$ cat src/rtl/loader_pkg.sv
// Shared types and constants for the program loader: FSM states, error codes,
// stream/word widths and a byte-sum helper used by the read-back check.
package loader_pkg;

    localparam int BYTE_W         = 8;
    localparam int WORD_W         = 32;
    localparam int BYTES_PER_WORD = WORD_W / BYTE_W;

    typedef enum logic [3:0] {
        ST_IDLE,
        ST_LEN_HI,
        ST_LEN_LO,
        ST_DATA,
        ST_WRITE,
        ST_CHECK,
        ST_VERIFY,
        ST_DONE,
        ST_ERROR
    } loaderState_e;

    localparam logic [1:0] ERR_NONE    = 2'd0;
    localparam logic [1:0] ERR_LEN     = 2'd1;
    localparam logic [1:0] ERR_CSUM    = 2'd2;
    localparam logic [1:0] ERR_TIMEOUT = 2'd3;

    // Mod-256 sum of the four bytes of a word, matching the frame checksum rule.
    function automatic logic [BYTE_W-1:0] byteSum(input logic [WORD_W-1:0] w);
        return w[31:24] + w[23:16] + w[15:8] + w[7:0];
    endfunction

endpackage

$ cat src/rtl/loader_word_assembler.sv
// Big-endian byte-to-word assembler: shifts bytes in MSB first and flags the
// byte that completes a word.
module loader_word_assembler
    import loader_pkg::*;
(
    input  logic              clk_i,
    input  logic              reset_i,
    input  logic              clear_i,
    input  logic              shiftEn_i,
    input  logic [BYTE_W-1:0] byte_i,
    output logic [WORD_W-1:0] word_o,
    output logic              wordFull_o
);

    logic [1:0]        count_q, count_d;
    logic [WORD_W-1:0] shift_q, shift_d;

    always_comb begin
        count_d = count_q;
        shift_d = shift_q;
        if (clear_i) begin
            count_d = 2'd0;
            shift_d = '0;
        end else if (shiftEn_i) begin
            count_d = count_q + 2'd1;
            shift_d = {shift_q[WORD_W-BYTE_W-1:0], byte_i};
        end
    end

    always_ff @(posedge clk_i) begin
        if (reset_i) begin
            count_q <= 2'd0;
            shift_q <= '0;
        end else begin
            count_q <= count_d;
            shift_q <= shift_d;
        end
    end

    // Pulses with the 4th byte; the full word is visible from the next cycle.
    assign word_o     = shift_q;
    assign wordFull_o = shiftEn_i && (count_q == 2'd3);

endmodule

$ cat src/rtl/program_loader.sv
// Loads a framed byte stream (length, big-endian words, checksum) into memory.
// Define LOADER_VERIFY_EN to add a read-back pass that re-checks the checksum.
module program_loader
    import loader_pkg::*;
#(
    parameter logic [31:0] BASE_ADDR      = 32'h0,
    parameter int          MAX_WORDS      = 256,
    parameter int          TIMEOUT_CYCLES = 1000000
) (
    input  logic        clk,
    input  logic        reset,
    input  logic        start,
    input  logic [7:0]  byte_in,
    input  logic        byte_valid,
    output logic        byte_ready,
    output logic [31:0] Address,
    output logic [31:0] Write_data,
    output logic        MemRead,
    output logic        MemWrite,
    input  logic [31:0] Mem_data,
    output logic        busy,
    output logic        done,
    output logic        error,
    output logic [1:0]  error_code
);

    loaderState_e state_q, state_d;
    logic [15:0]  len_q, len_d;
    logic [15:0]  idx_q, idx_d;
    logic [7:0]   sum_q, sum_d;
    logic [31:0]  timer_q, timer_d;
    logic         done_q, done_d;
    logic         error_q, error_d;
    logic [1:0]   errCode_q, errCode_d;

    logic         accept;
    logic         restart;
    logic         timeoutHit;
    logic [15:0]  lenFull;
    logic [31:0]  word;
    logic         wordFull;

`ifdef LOADER_VERIFY_EN
    logic [7:0]   verifySum_q, verifySum_d;
`else
    logic         unusedMemData;
    assign unusedMemData = ^Mem_data;
`endif

    assign byte_ready = (state_q == ST_LEN_HI) || (state_q == ST_LEN_LO) ||
                        (state_q == ST_DATA)   || (state_q == ST_CHECK);
    assign accept     = byte_valid && byte_ready;
    assign restart    = start && ((state_q == ST_IDLE) || (state_q == ST_DONE) ||
                                  (state_q == ST_ERROR));
    assign lenFull    = {len_q[15:8], byte_in};

    loader_word_assembler u_assembler (
        .clk_i      (clk),
        .reset_i    (reset),
        .clear_i    (restart),
        .shiftEn_i  (accept && (state_q == ST_DATA)),
        .byte_i     (byte_in),
        .word_o     (word),
        .wordFull_o (wordFull)
    );

    always_comb begin
        state_d    = state_q;
        len_d      = len_q;
        idx_d      = idx_q;
        sum_d      = sum_q;
        timer_d    = timer_q;
        done_d     = done_q;
        error_d    = error_q;
        errCode_d  = errCode_q;
        timeoutHit = 1'b0;
        MemWrite   = 1'b0;
        MemRead    = 1'b0;
        Address    = BASE_ADDR;
        Write_data = '0;
`ifdef LOADER_VERIFY_EN
        verifySum_d = verifySum_q;
`endif

        // The idle counter only runs while waiting on the stream; WRITE holds it.
        if (byte_ready) begin
            if (accept) begin
                timer_d = '0;
            end else if (TIMEOUT_CYCLES != 0) begin
                timer_d    = timer_q + 32'd1;
                timeoutHit = (timer_d == 32'(TIMEOUT_CYCLES));
            end
        end

        case (state_q)
            ST_IDLE, ST_DONE, ST_ERROR: begin
                if (start) begin
                    state_d   = ST_LEN_HI;
                    done_d    = 1'b0;
                    error_d   = 1'b0;
                    errCode_d = ERR_NONE;
                    idx_d     = '0;
                    sum_d     = '0;
                    timer_d   = '0;
                end
            end
            ST_LEN_HI: begin
                if (accept) begin
                    len_d   = {byte_in, len_q[7:0]};
                    state_d = ST_LEN_LO;
                end
            end
            ST_LEN_LO: begin
                if (accept) begin
                    len_d = lenFull;
                    if (32'(lenFull) > 32'(MAX_WORDS)) begin
                        state_d   = ST_ERROR;
                        error_d   = 1'b1;
                        errCode_d = ERR_LEN;
                    end else if (lenFull == 16'd0) begin
                        state_d = ST_CHECK;
                    end else begin
                        state_d = ST_DATA;
                    end
                end
            end
            ST_DATA: begin
                if (accept) begin
                    sum_d = sum_q + byte_in;
                    if (wordFull) begin
                        state_d = ST_WRITE;
                    end
                end
            end
            ST_WRITE: begin
                MemWrite   = 1'b1;
                Address    = BASE_ADDR + {14'd0, idx_q, 2'b00};
                Write_data = word;
                idx_d      = idx_q + 16'd1;
                state_d    = (idx_d == len_q) ? ST_CHECK : ST_DATA;
            end
            ST_CHECK: begin
                if (accept) begin
                    if (byte_in != sum_q) begin
                        state_d   = ST_ERROR;
                        error_d   = 1'b1;
                        errCode_d = ERR_CSUM;
                    end else begin
`ifdef LOADER_VERIFY_EN
                        state_d     = ST_VERIFY;
                        idx_d       = '0;
                        verifySum_d = '0;
`else
                        state_d = ST_DONE;
                        done_d  = 1'b1;
`endif
                    end
                end
            end
`ifdef LOADER_VERIFY_EN
            // One read per word, then a single compare cycle against the stream sum.
            ST_VERIFY: begin
                if (idx_q != len_q) begin
                    MemRead     = 1'b1;
                    Address     = BASE_ADDR + {14'd0, idx_q, 2'b00};
                    verifySum_d = verifySum_q + byteSum(Mem_data);
                    idx_d       = idx_q + 16'd1;
                end else if (verifySum_q == sum_q) begin
                    state_d = ST_DONE;
                    done_d  = 1'b1;
                end else begin
                    state_d   = ST_ERROR;
                    error_d   = 1'b1;
                    errCode_d = ERR_CSUM;
                end
            end
`endif
            default: begin
                state_d = ST_IDLE;
            end
        endcase

        if (timeoutHit) begin
            state_d   = ST_ERROR;
            error_d   = 1'b1;
            errCode_d = ERR_TIMEOUT;
        end
    end

    always_ff @(posedge clk) begin
        if (reset) begin
            state_q   <= ST_IDLE;
            len_q     <= '0;
            idx_q     <= '0;
            sum_q     <= '0;
            timer_q   <= '0;
            done_q    <= 1'b0;
            error_q   <= 1'b0;
            errCode_q <= ERR_NONE;
        end else begin
            state_q   <= state_d;
            len_q     <= len_d;
            idx_q     <= idx_d;
            sum_q     <= sum_d;
            timer_q   <= timer_d;
            done_q    <= done_d;
            error_q   <= error_d;
            errCode_q <= errCode_d;
        end
    end

`ifdef LOADER_VERIFY_EN
    always_ff @(posedge clk) begin
        if (reset) begin
            verifySum_q <= '0;
        end else begin
            verifySum_q <= verifySum_d;
        end
    end
`endif

    assign busy       = !((state_q == ST_IDLE) || (state_q == ST_DONE) || (state_q == ST_ERROR));
    assign done       = done_q;
    assign error      = error_q;
    assign error_code = errCode_q;

endmodule
$ cat config.mk
export PLATFORM = sky130hd
export DESIGN_NAME = program_loader
export DESIGN_NICKNAME = d
export VERILOG_FILES = /design/src/rtl/loader_pkg.sv /design/src/rtl/loader_word_assembler.sv /design/src/rtl/program_loader.sv
export SDC_FILE = /design/constraint.sdc
export NUM_CORES = 1
export LEC_CHECK = 0
export ABC_AREA = 1
export BUFFER_PORTS_ARGS = -buffer_cell sky130_fd_sc_hd__buf_2
export CORE_ASPECT_RATIO = 0.8
export CORE_MARGIN = 3
export CORE_UTILIZATION = 53
export CTS_BUF_LIST = sky130_fd_sc_hd__clkbuf_8
export CTS_CLUSTER_DIAMETER = 60
export DETAILED_ROUTE_END_ITERATION = 8
export GPL_ROUTABILITY_DRIVEN = 0
export PLACE_DENSITY = 0.79
export SLEW_MARGIN = 10
export SYNTH_ARGS = -nofsm -noshare
export SYNTH_HDL_FRONTEND = slang
export SYNTH_SLANG_ARGS = --single-unit
$ cat constraint.sdc
create_clock -name clk -period 2 [get_ports clk]
set_input_delay 0.4 -clock clk [delete_from_list [all_inputs] [get_ports clk]]
set_output_delay 0.4 -clock clk [all_outputs]
set_load 0.005 [all_outputs]
Word level (Yosys, flattened, before mapping)
Index checks and enable logic that the tools add are counted.
Storage, ports and cells
  register bits after elaboration: 114
  bits of input ports: 44
  output and inout port bits: 72
  logic and storage cells: 118
Cells by class
  add/subtract/negate cells: 4
  order comparisons: 1
  eq/ne operators: 26
  mux-type cells: 46
  bitwise operators: 2
  reductions and logical operators: 27
Operator list (number)
  $mux W32: 5
  $pmux W16 S2: 2
  $mux W4: 9
  $add A32 B1 Y32 const B: 1
  $eq A32 B20 Y1 const B: 1
  $mux W16: 2
  $mux W8: 3
  $pmux W4 S6: 1
  $mux W18: 1
  $reduce_and A6 Y1: 3
  $add A16 B1 Y16 const B: 1
  $eq A16 B16 Y1: 1
  $gt A16 B9 Y1 const B: 1
  $logic_not A16 Y1: 1
  $pmux W8 S2: 1
  $ne A3 B3 Y1 const B: 5
  $eq A4 B3 Y1 const B: 3
  $mux W2: 6
  $ne A2 B2 Y1 const B: 6
  $mux W1: 11
  $ne A3 B2 Y1 const B: 3
  $reduce_and A3 Y1: 3
  $add A8 B8 Y8: 1
  $eq A4 B2 Y1 const B: 2
  21 further kinds: 33

Logic depth before layout (Yosys ltp)
  depth after elaboration: 11
  mapped depth: 19
  mapped depth without buffers: 19

By module
From an unflattened synthesis, not the netlist that was laid out.
Unflattened totals
  cell total of the unflattened synthesis: 1154
  area total of the unflattened synthesis: 7074.3 um^2
By module, submodules not included
  program_loader: instances 1, cells an instance 936, area each 5642.9 um^2, sequential area each 1601.5 um^2
  loader_word_assembler: instances 1, cells an instance 218, area each 1431.4 um^2, sequential area each 680.7 um^2

Worst setup path before layout
Ideal clock, no wire load.
  path kind: register -> output
  start: register state_q[2]
  end: output port Address[10]
  arrival: 1.630 ns
  required time: 1.600 ns
  setup slack: -0.030 ns
  cell stages (with the launch flop): 10
  buffers on the path: 3
  cells stage by stage: dfxtp_1 -> inv_1 -> nor2_1 -> inv_1 -> nor2_1 -> clkbuf_1 -> inv_1 -> clkbuf_1 -> buf_1 -> nor2_1
On the way
  cells in the longest elaborated chain, start to end: 2
Ends and longest elaborated chain
  start: declaration: line program_loader.sv:27  | loaderState_e state_q, state_d;
  start signal: assignment: line program_loader.sv:201  | state_q <= state_d;
  $eq A4 B3 Y1: line program_loader.sv:95  | case (state_q)
  $mux W18: line program_loader.sv:95
  end: declaration: line program_loader.sv:16  | output logic [31:0] Address,
Every way passes these cells.

Worst setup path in the final report
  start: register timer_q[1]
  end: register errCode_q[0] (netlist: error_code[0])
On the way
  cells in the longest elaborated chain, start to end: 6
  elaborated cells on any way between the ends: 12
  classes of those cells: 1 x add/sub; 6 x eq/ne; 3 x mux; 2 x reduce/logical
Ends and longest elaborated chain
  start: declaration: line program_loader.sv:31  | logic [31:0] timer_q, timer_d;
  start signal: assignment: line program_loader.sv:205  | timer_q <= timer_d;
  $add A32 B1 Y32 *: line program_loader.sv:90  | timer_d = timer_q + 32'd1;
  $eq A32 B20 Y1 *: line program_loader.sv:91  | timeoutHit = (timer_d == 32'(TIMEOUT_CYCLES));
  $mux W1 *: line program_loader.sv:87  | if (accept) begin
  $mux W1 *: line program_loader.sv:86  | if (byte_ready) begin
  $ne A3 B2 Y1 (no line) (tied with other cells)
  $reduce_and A6 Y1 (no line)
  end signal: assignment: line program_loader.sv:208  | errCode_q <= errCode_d;
  end: declaration: line program_loader.sv:34  | logic [1:0] errCode_q, errCode_d;
Mark *: on every way between the ends. The rest lies on a longest branch, timed or not.
A chain may end at the register's enable or synchronous reset.

==> results.md <==
* Run status: finished, violations left
* Violated checks: negative setup slack
* Count of final max-slew check failures at 0
* Placed cells at 1,408
* Endpoints failing hold at 0
* Die area at about 14,000 um2
* Final setup viols at 57
* Avg WL per Cell at approximately 16 um
* EDFF count, synth at 0
* Vias at 8,194
* Top FF cell, synth: dfxtp_1
* Worst endpoint required time at 2400 ps
* Critical Path Fanout Max at 7
* Fillers at around 840
* Final non-filler cell total at 1,475
* IO Count at roughly 120
* Clock power share at a little over a third
* Fraction of final layout cells sized beyond drive strength 1 at between 30% and 40%
* CTS Hold Bufs at 0
* Initial DRC Count at 934
* Number of synthesized register bits at between 100 and 150
* Synth cell count leaders: 279 x nand2_1, 177 x nor2_1, 127 x inv_1
* Nets at 1,347
* Max_cap viols at 0
* Synth warn at 0
* First-pass GRT wire length at ~36,000 um
* Worst path max stage delay at 370 ps
* Maximum clock rate at 441.6 MHz
* Comb power frac at between 20% and 30%
* Peak VDD IR at slightly above 0.7 mV
* Post-synthesis sequential area ratio at 33.42%
* Power per cell area at 682.5 nW/um2
* CP Cell Sequence: ha_4 > nand2_4 > nor2_4 > nand3_1 > nand2_1 > nand2_1 > nor2_2 > nand2_1 > nor2_2 > nand2_1 > nor2_2 > nand3_2 > nand2_2 > nand3_4 > nand2_1 > nand2_1 > nor2_1
* CP most frequent cell: nand2_1
* CP delay by family, top: simple AND/OR/NAND/NOR gates
* Multi-input gate area at 4466 um2
* Die width at 132.9 um
* Initial Utilization at 55.13%
* DR pass1 iterations at 6
* Final setup margin at -264.6 ps
* CTS root buf: clkbuf_8
* DRT Wirelength at 24,070 um
* Register area at 2302 um2
* Largest net degree at the start of global routing at 42
* Actual slew at the worst max-slew pin at between 500 and 600 ps
* Average cell area after synthesis at roughly 6.2 um2
* TritonCTS buffer count at 17
* Setup_tns at -8734 ps
* Initial antenna violation count at 0
* Clk_skew at 17.96 ps
* IO buf count at between 60 and 70
* Layout area overhead at 40.14%
* Row count at 36
* CTS H-tree depth at 4
* Asr flop ratio synth at 0%
* Period utilization at 113.2%
* Ant. Diodes at 0
* Critical Path Sink Type: flop
* Die Ht at 107.5 um
* Total gr overflow at 0
* CTS Sinks at 114
* Post-route ant nets at 0
* Sequential power share at 36.9%
* Hold Crit Class: input pin to flop
* DRC errors left at 0
* RSZ-0062 raised after global routing: true
* Vias in the first global route at between 7k and 8k
* Yosys top cell area share at between 30% and 40%
* Post-Syn Area at ~6800 um2
* Rel. slew slack at 65.43%
* Post-Syn Instances at 1,093
* CP max stage cell: dfxtp_2
* Unique masters post-synth at 40
* Pwr Total at between 0.006 and 0.007 W
* Critical path class: flop to flop
* Mean number of vias per cell at 5.555
* NetSw at 0.002338 W
* Cell-internal power at 0.004194 W
* Area leader, netlist: dfxtp_1
* CP bufs+invs at 0
* Clk slew on worst S/H paths at 80 ps
* Most frequent cell after synthesis: nand2_1
* Clk buf depth at 2
* Main area contributors after synthesis: dfxtp_1 33%, nand2_1 15%, nor2_1 9.7%
* Net Sw Frac at 35.79%
* Lkg Pwr at 3.976 nW
* CORE AREA at 12,390 um2
* Worst-Skew Late Latency at 470 ps
* Final min period at 2265 ps
* Post-detail-place hpwl at 14,110 um
* Data arrival time of the worst path at 2660 ps
* Crit path launch type: flop
* CTS tree: done
* Tot GR Track Use at 31.77%
## metrics by stage
stage                     utilization, %  setup WS (ps)  hold slack [ps]  area (um2)
final                              77.26         -264.6            252.7        9570
after global routing               77.26         -464.7            226.1        9570
after CTS                          74.01         -168.5            183.9        9168
after detailed placement           65.18         -233.5            445.9        8074
after global placement             65.18         -185.1            440.9        8074
after floorplan                        -          22.66            428.3        6890
## routing by layer
metal | GRT usage [%] | vias up | wire length [um]
met5 | 0 | - | 0
met4 | 13.50 | 0 | 903
met3 | 8.364 | 113 | 2612
met2 | 49.24 | 477 | 10650
met1 | 41.97 | 3751 | 9904
li1 | - | 3853 | -
## cell usage in the layout, fill, tap and decap left out, types with 10 or more instances in the layout
cell type  synthesis  routed
xor2_1            17      14
nand4_1           12      12
nand3_1           58      54
nand2_2            6      14
a21oi_1          111     108
buf_4             17     130
conb_1             1      17
o21ai_0           44      33
inv_1            127     121
nand2_1          279     267
clkbuf_8           0      17
nor2_1           177     115
buf_2              1      65
o21ai_1           10      19
nor2_4             4      55
nor2_2             9      20
dfxtp_1          114     100
nand3b_1          10      10
dfxtp_2            0      13
## registers in the layout, indices dropped and copies added (netlist names)
| register | flops |
|---|---|
| timer_q | 32 |
| sum_q | 8 |
| error_code | 2 |
| done | 1 |
| len_q | 16 |
| error | 1 |
| state_q | 4 |
| idx_q | 16 |
| u_assembler.word_o | 32 |
| u_assembler.count_q | 2 |
## repair_timing
item | CTS | global route
gates resized for setup | 100 | 109
buffers inserted | 26 | 6
gates cloned | 7 | 0
setup endpoints to repair | 56 | 110
pin swaps | 12 | 11
## power by group through the flow
stage | Sequential (W) | Combinational (W) | Clock (W)
5_1_grt | 0.00242 | 0.00198 | 0.00238
3_5_place_dp | 0.00245 | 0.00157 | 0
6_report | 0.00241 | 0.00184 | 0.00228
4_1_cts | 0.00241 | 0.00172 | 0.00226
2_1_floorplan | 0.00245 | 0.00100 | 0
3_3_place_gp | 0.00245 | 0.00154 | 0
## cell type report
| cell class | instances | share of cell area [%] |
|---|---|---|
| clock inverters | 14 | 1.765 |
| flip-flops and latches | 114 | 24.06 |
| inverters | 133 | 5.321 |
| well taps | 171 | 2.236 |
| repair buffers | 214 | 17.52 |
| clock buffers | 17 | 2.445 |
| multi-input cells | 812 | 46.66 |
## worst reg2reg max path: stages, from the launching register on
cell and delay [ps]:
dfxtp_2 370, ha_4 170, nand2_4 60, nor2_4 220, nand3_1 130, nand2_1 110
nand2_1 70, nor2_2 160, nand2_1 120, nor2_2 110, nand2_1 70, nor2_2 110
nand3_2 90, nand2_2 90, nand3_4 110, nand2_1 70, nand2_1 40, nor2_1 90
## worst paths after layout
check,startpoint,to,slack [ps],cells past startpoint
max reg2reg,timer_q[1]$_SDFF_PP0_,error_code[0]$_SDFFE_PP0P_,-260,17
min,reset,idx_q[4]$_SDFFE_PP0P_,250,2
min reg2reg,u_assembler.word_o[27]$_SDFFE_PP0P_,u_assembler.word_o[27]$_SDFFE_PP0P_,470,2
max,timer_q[1]$_SDFF_PP0_,error_code[0]$_SDFFE_PP0P_,-260,17
## kinds of logic after synthesis
kind of cell / after synthesis / synth area share (%)
simple gates: 582 / 36.88
compound gates: 184 / 14.20
buf+inv: 183 / 11.01
flops: 114 / 33.42
xor+xnor: 18 / 2.309
fa+ha+maj: 11 / 2.125
other cells: 1 / 0.05491
Note: power is estimated with default switching activity, not from simulation.
